$ cat config.mk
export PLATFORM = sky130hd
export DESIGN_NAME = instruction_fetch_unit
export DESIGN_NICKNAME = d
export VERILOG_FILES = /design/src/rtl/instruction_fetch_unit.sv
export SDC_FILE = /design/constraint.sdc
export NUM_CORES = 1
export LEC_CHECK = 0
export ABC_AREA = 1
export CAP_MARGIN = 20
export CORE_ASPECT_RATIO = 1.5
export CORE_MARGIN = 2
export CORE_UTILIZATION = 45
export DETAILED_ROUTE_END_ITERATION = 10
export GPL_TIMING_DRIVEN = 0
export MAX_ROUTING_LAYER = met4
export PLACE_DENSITY_LB_ADDON = 0.15
export SLEW_MARGIN = 10
export SYNTH_ARGS = -nofsm -noshare
export SYNTH_HDL_FRONTEND = slang
export SYNTH_SLANG_ARGS = --single-unit
$ cat constraint.sdc
create_clock -name clock -period 7.2 [get_ports clock]
set_input_delay 1.44 -clock clock [delete_from_list [all_inputs] [get_ports clock]]
set_output_delay 1.44 -clock clock [all_outputs]
set_load 0.03 [all_outputs]
$ cat src/rtl/instruction_fetch_unit.sv
// -----------------------------------------------------------------------------
// instruction_fetch_unit
//
// Purpose:
//   Initiator side of the instruction-memory read interface. Holds the PC,
//   drives it as the word address into a combinational-read instruction
//   memory, captures each returned word together with its PC into a small
//   prefetch FIFO, and presents the FIFO head to decode with a valid/ready
//   handshake. A redirect from execute flushes all wrong-path words and
//   restarts fetch at the redirect target.
//
// Configuration:
//   FETCH_JUMP_PREDECODE_EN  when defined, a pushed JUMP word (opcode 6'b010101)
//                            steers the next PC to its 26-bit target instead
//                            of PC+1. The JUMP word itself is still delivered.
//
// Parameters:
//   FIFO_DEPTH  prefetch entries (power of 2, >= 2)
//   MEM_WORDS   number of valid instruction words; PCs at or above it are not fetched
//   RESET_PC    PC loaded on reset
//
// Ports:
//   clock            in   single clock, all state updates on posedge
//   resetn           in   asynchronous active-low reset
//   imem_address     out  word address to instruction memory (= pc)
//   imem_dataout     in   instruction word for imem_address, same cycle
//   inst_valid       out  FIFO head holds a valid instruction
//   inst_ready       in   decode accepts the head this cycle
//   inst             out  head instruction word
//   inst_pc          out  word address the head instruction came from
//   redirect_valid   in   execute resolved a taken branch/jump
//   redirect_target  in   new word address
//   fetch_oob        out  pc >= MEM_WORDS; fetching halted until redirect/reset
// -----------------------------------------------------------------------------
module instruction_fetch_unit #(
   parameter int unsigned FIFO_DEPTH = 4,
   parameter int unsigned MEM_WORDS  = 25,
   parameter logic [31:0] RESET_PC   = 32'h0
) (
   input  logic        clock,
   input  logic        resetn,
   output logic [31:0] imem_address,
   input  logic [31:0] imem_dataout,
   output logic        inst_valid,
   input  logic        inst_ready,
   output logic [31:0] inst,
   output logic [31:0] inst_pc,
   input  logic        redirect_valid,
   input  logic [31:0] redirect_target,
   output logic        fetch_oob
);

   localparam int unsigned     PTR_W       = $clog2(FIFO_DEPTH);
   localparam int unsigned     CNT_W       = PTR_W + 1;
   localparam logic [CNT_W-1:0] DEPTH_C    = CNT_W'(FIFO_DEPTH);
   localparam logic [31:0]     MEM_WORDS_C = 32'(MEM_WORDS);

   // Control state
   logic [31:0]      pc_q,      pc_d;
   logic [PTR_W-1:0] rd_ptr_q,  rd_ptr_d;
   logic [PTR_W-1:0] wr_ptr_q,  wr_ptr_d;
   logic [CNT_W-1:0] count_q,   count_d;

   // Registered head copy; holds its last value while the FIFO is empty
   logic [31:0]      inst_q,    inst_d;
   logic [31:0]      inst_pc_q, inst_pc_d;

   // Prefetch storage (data only, never reset)
   logic [31:0]      fifo_inst_q [FIFO_DEPTH];
   logic [31:0]      fifo_pc_q   [FIFO_DEPTH];

   logic             push;
   logic             pop;
   logic [CNT_W-1:0] remain;
   logic [31:0]      next_fetch_pc;

   assign imem_address = pc_q;
   assign fetch_oob    = (pc_q >= MEM_WORDS_C);
   assign inst_valid   = (count_q != '0);
   assign inst         = inst_q;
   assign inst_pc      = inst_pc_q;

   // A redirect flushes the FIFO, so a concurrent pop is not credited.
   assign pop  = inst_valid & inst_ready & ~redirect_valid;
   // A full FIFO still accepts a push when its head leaves in the same cycle.
   assign push = ~redirect_valid & ~fetch_oob & ((count_q < DEPTH_C) | pop);

   // Entries left after this cycle's pop, before counting the push
   assign remain = count_q - CNT_W'(pop);

`ifdef FETCH_JUMP_PREDECODE_EN
   assign next_fetch_pc = (imem_dataout[31:26] == 6'b010101)
                          ? {6'b0, imem_dataout[25:0]}
                          : pc_q + 32'd1;
`else
   assign next_fetch_pc = pc_q + 32'd1;
`endif

   always_comb begin
      pc_d      = pc_q;
      rd_ptr_d  = rd_ptr_q;
      wr_ptr_d  = wr_ptr_q;
      count_d   = count_q;
      inst_d    = inst_q;
      inst_pc_d = inst_pc_q;

      if (redirect_valid) begin
         pc_d     = redirect_target;
         count_d  = '0;
         rd_ptr_d = wr_ptr_q;
      end else begin
         if (push) begin
            wr_ptr_d = wr_ptr_q + PTR_W'(1);
            pc_d     = next_fetch_pc;
         end
         if (pop) begin
            rd_ptr_d = rd_ptr_q + PTR_W'(1);
         end
         count_d = remain + CNT_W'(push);

         // Next head: the word being pushed if nothing older remains,
         // otherwise the stored entry at the new read pointer.
         if (remain == '0) begin
            if (push) begin
               inst_d    = imem_dataout;
               inst_pc_d = pc_q;
            end
         end else begin
            inst_d    = fifo_inst_q[rd_ptr_d];
            inst_pc_d = fifo_pc_q[rd_ptr_d];
         end
      end
   end

   // ---- fetch -> prefetch FIFO boundary ----
   always_ff @(posedge clock or negedge resetn) begin
      if (!resetn) begin
         pc_q      <= RESET_PC;
         rd_ptr_q  <= '0;
         wr_ptr_q  <= '0;
         count_q   <= '0;
         inst_q    <= '0;
         inst_pc_q <= '0;
      end else begin
         pc_q      <= pc_d;
         rd_ptr_q  <= rd_ptr_d;
         wr_ptr_q  <= wr_ptr_d;
         count_q   <= count_d;
         inst_q    <= inst_d;
         inst_pc_q <= inst_pc_d;
      end
   end

   always_ff @(posedge clock) begin
      if (push) begin
         fifo_inst_q[wr_ptr_q] <= imem_dataout;
         fifo_pc_q[wr_ptr_q]   <= pc_q;
      end
   end

endmodule
# After elaboration in Yosys (flattened, before gate mapping)
# Memory sizes are Yosys's and may differ from the RTL's.
# Cells that the tools add are included.
[word_totals]
mem_bits_ro = 0
word_cells = 40
n_memories = 2
mem_bits_rw = 256
latch_bits = 0
out_inout_bits = 98
register_bits = 103
[mem_list]
columns = ["memory", "depth", "width", "rd", "rd_ports_with_merged_regs", "wr", "line", "source"]
rows = [
  ["fifo_inst_q", 4, 32, 1, 0, 1, "69", "logic [31:0] fifo_inst_q [FIFO_DEPTH];"],
  ["fifo_pc_q", 4, 32, 1, 0, 1, "70", "logic [31:0] fifo_pc_q [FIFO_DEPTH];"],
]
[classes]
n_reduce_logical = 5
eq_ne = 1
order_cmp = 2
n_div = 0
addsub = 5
muxes = 12
n_mul = 0
shifts = 0
bitwise_logic = 7
[op_table]
columns = ["operator", "count"]
rows = [
  ["2-to-1 mux 32 bit", 6],
  ["adder 32 x 1 -> 32 bit (second input constant)", 1],
  ["greater-or-equal comparator 32 x 5 -> 1 bit (second input constant)", 1],
  ["2-to-1 mux 2 bit", 3],
  ["adder 2 x 1 -> 2 bit (second input constant)", 2],
  ["AND 1 bit", 4],
  ["AND reduction 2 bit", 2],
  ["adder 3 x 1 -> 3 bit", 1],
  ["zero test 3 bit", 1],
  ["less-than comparator 3 bit (second input constant)", 1],
  ["2-to-1 mux 3 bit", 1],
  ["nonzero test 3 bit", 1],
  ["subtractor 3 x 1 -> 3 bit", 1],
  ["2-to-1 mux 1 bit", 2],
  ["!= test 2 bit (second input constant)", 1],
  ["NOT 1 bit", 2],
  ["nonzero test 2 bit", 1],
  ["bitwise OR 1 bit", 1],
]

# Logic depth before layout (Yosys ltp)
[logic_depth]
depth_word = 7
ltp_mapped = 14
depth_no_buf = 13

# Worst setup path after synthesis
# Ideal clock, no wire load.
[synth_timing]
path_kind = "input to register"
from = "in redirect_valid"
to = "mem fifo_inst_q[0][0], enable pin"
t_arrival_ns = 4.928
setup_slack_ns = 1.786
n_path_buf = 2
setup_ns = 0.486
cell_stages = 5
path_cell_list = "buf_2 -> a21oi_2 -> nand3_4 -> buf_2 -> nor2_1"
[synth_between]
elab_chain_len = 6
word_cells_on_any_way = 7
cone_classes = "mux (2); bitwise (5)"
[synth_lines]
columns = ["element", "line", "source"]
rows = [
  ["start, declared", "48", "input logic redirect_valid,"],
  ["NOT 1 bit (no line) (*)", "-", ""],
  ["AND 1 bit", "84", "assign pop = inst_valid & inst_ready & ~redirect_valid;"],
  ["bitwise OR 1 bit", "86", "assign push = ~redirect_valid & ~fetch_oob & ((count_q < DEPTH_C) | pop);"],
  ["AND 1 bit (*)", "86", ""],
  ["2-to-1 mux 1 bit (*)", "155", "if (push) begin"],
  ["2-to-1 mux 1 bit (implied by the code) (*)", "156", "fifo_inst_q[wr_ptr_q] <= imem_dataout;"],
  ["end, declared", "69", ""],
]
# Every way passes the cells marked *; elsewhere a longest branch is shown, timed or not.

# Worst setup path after layout
[layout_timing]
from = "reg pc_q[1], in the netlist imem_address[1]"
to = "out fetch_oob"
[layout_between]
elab_chain_len = 1
[layout_lines]
columns = ["element", "line", "source"]
rows = [
  ["start, declared", "59", "logic [31:0] pc_q, pc_d;"],
  ["start signal, assigned", "145", "pc_q <= pc_d;"],
  ["greater-or-equal comparator 32 x 5 -> 1 bit", "78", "assign fetch_oob = (pc_q >= MEM_WORDS_C);"],
  ["end, declared", "50", "output logic fetch_oob"],
]
# No other way between the ends.

==> qor.txt <==
Worst clock skew: 0.0164 ns
Initial Util: 45.8%
Top cells by count, synth: 401 x nand2_1, 256 x edfxtp_1, 252 x nand3_1
R2r setup slk: 4.04 ns
Cell variety after synth: 26
Startpoint Class: flip-flop
Grt ovf: 0
Hold Path Class: reg -> reg
Yosys top cell by area: edfxtp_1
Vias per inst: 5.26
Layout Utilization: 57.3%
Vias in the first global route: 11195
CTS max path bufs: 3
Core Region: 0.0334 mm2
CP required: 5.76 ns
Placed insts: 2034
ANT nets after route: 0
Site Rows: 82
Final Non-Filler Cells: 2103
Setup repair bufs after CTS: 0
Post-route minimum period: 4.19 ns
DRC Markers: 0
Seq/Total Area, Yosys: 67.1%
Final hold vios: 0
Period utilization: 58.2%
Chip width: 155 um
Arr. time, crit path: 2.75 ns
DP Wirelength: 28100 um
Slew Viols, Final: 0
Reg clk slew, reported paths: 0.06 ns
Mean area per synthesized cell: 10.6 um2
# clock sinks: 359
Maximum number of pins on one net before global-route repair: 55
Cts bufs inserted: 37
H-tree depth: 2
Area grow syn2layout: 25.2%
Ranking of synthesized cells by area: edfxtp_1 50%, dfrtp_1 17%, nand2_1 9.8%
GRT Overall Usage: 24.0%
Die area: 0.0355 mm2
Initial antenna violation count: 1
Fin nets: 1732
Total Wirelength: 41300 um
Worst-margin pin slew: 0.817 ns
CTS tree: yes
Critical path capture point type: output pin
Detailed Route Iter0 Violations: 693
Async S/R FF share, synth: 28.7%
Number of flops mapped to enable cells by yosys: 256
Synth top area share: 50.2%
Hold Buf Count CTS: 0
Die height: 230 um
Most common cell in the netlist: nand2_1
Hold Path Sink: inst[5]
Routed vias: 11066
CP Class: reg -> out
Port-buffer cells: 164
Clk_lat worst skew: 0.54 ns
Resized Gates After CTS: 0
Worst Reg-to-Reg Cells: 9
Global-route wire length before repair: 63100 um
CP Max Fanout: 8
Status: finished clean
Overall power: 5890 uW
RR Endpoint: fifo_pc_q[0][14]
Layout cell share with drive strength beyond 1: 9.99%
Worst hold margin: 0.477 ns
Initial DRT Pass Iterations: 5
Hold Path Origin: inst[5]
Max-cap violations: 0
Seq cells post-synth: 359
Yosys warns: 0
Worst reg2reg startpoint: imem_address[1]
Post-Syn Nets: 1517
FMAX: 239 MHz
Prevailing post-synth register cell: edfxtp_1
Mapped Cells: 1438
Setup TNS Final: 0 ns
Root Driver: clkbuf_16
Max VDD drop: 0.217 mV
Mapped cell area: 0.0153 mm2
Relative slew slack: 45.5%
RSZ-0062 raised after global routing: false
Gpl congestion: 0.811
Lkg Pwr: 0.00794 uW
I/O pin count: 166
Pwr per Cell Area: 307 mW/mm2
Setup violators final: 0
Hold path depth: 2
Wire length per cell: 19.7 um
-- placed cells by master (no fill, tap or decap), types with 6 or more instances in the layout --
master             n
nand2_1          401
edfxtp_1         256
nand3_1          252
clkdlybuf4s50_1  163
inv_1            129
dfrtp_1          103
nor2_1            49
buf_2             48
nand3b_1          45
clkbuf_16         39
nand4_1           37
a21oi_1           24
buf_4             19
clkbuf_1          15
o21ai_0           15
ha_1              11
clkbuf_8           9
nor2_4             7
bufinv_16          6
buf_16             6
buf_12             6
-- sequential cells by signal, summed over array words and instances (netlist names) --
register,count
inst_pc,32
count_q,3
fifo_pc_q,128
inst,32
wr_ptr_q,2
imem_address,32
rd_ptr_q,2
fifo_inst_q,128
-- worst max-delay path: stages, from the launching register on --
cell             delay (ns)
dfrtp_1                0.52
inv_1                  0.16
ha_1                   0.20
nor2_1                 0.11
a21oi_2                0.13
nor4_1                 0.42
inv_1                  0.08
clkdlybuf4s50_1        0.60
-- how the worst max path moves through the flow --
stage | endpoint | slack, ns | from | cells after the start
after global routing | fetch_oob | 2.85 | imem_address[1] | 7
after global placement | fifo_inst_q[2][4] | -1.44 | inst_ready | 6
after detailed placement | fifo_pc_q[0][24] | 2.82 | inst_ready | 7
after CTS | fetch_oob | 2.98 | imem_address[1] | 7
after floorplan | fifo_inst_q[0][0] | 1.79 | redirect_valid | 5
final | fetch_oob | 3.01 | imem_address[1] | 7
-- layout make-up --
class | count | area, um2
Antenna cell | 1 | 2.50
Buffer | 88 | 492
Clock buffer | 49 | 1100
Clock inverter | 19 | 260
Fill cell | 2814 | 14300
Inverter | 132 | 495
Multi-Input combinational cell | 859 | 4080
Sequential cell | 359 | 10300
Tap cell | 420 | 526
Timing Repair Buffer | 176 | 1930
-- metal layers --
metal	share of wire, %	track usage, %
met2	53	42.7
met5	0	-
met1	39	27.9
met3	4.5	2.83
met4	3.2	8.74
-- report_power, final --
part	internal, uW	switching [uW]
Clock	1300	807
Sequential	2420	142
Combinational	490	734
-- cell families after synthesis --
group | synth area share [%]
AND/OR/NAND/NOR | 23.8
adder cells (fa/ha/maj) | 0.899
buffers and inverters | 6.45
flip-flops | 67.1
XOR/XNOR | 0.343
AO/OA/AOI/OAI | 1.46
-- stage by stage --
stage	area, um2	setup WS, ns
2_1_floorplan	15300	1.79
3_3_place_gp	17500	-1.44
3_5_place_dp	17800	2.82
4_1_cts	19100	2.98
5_1_grt	19200	2.85
6_report	19200	3.01
Power figures use the tool's default switching activity.
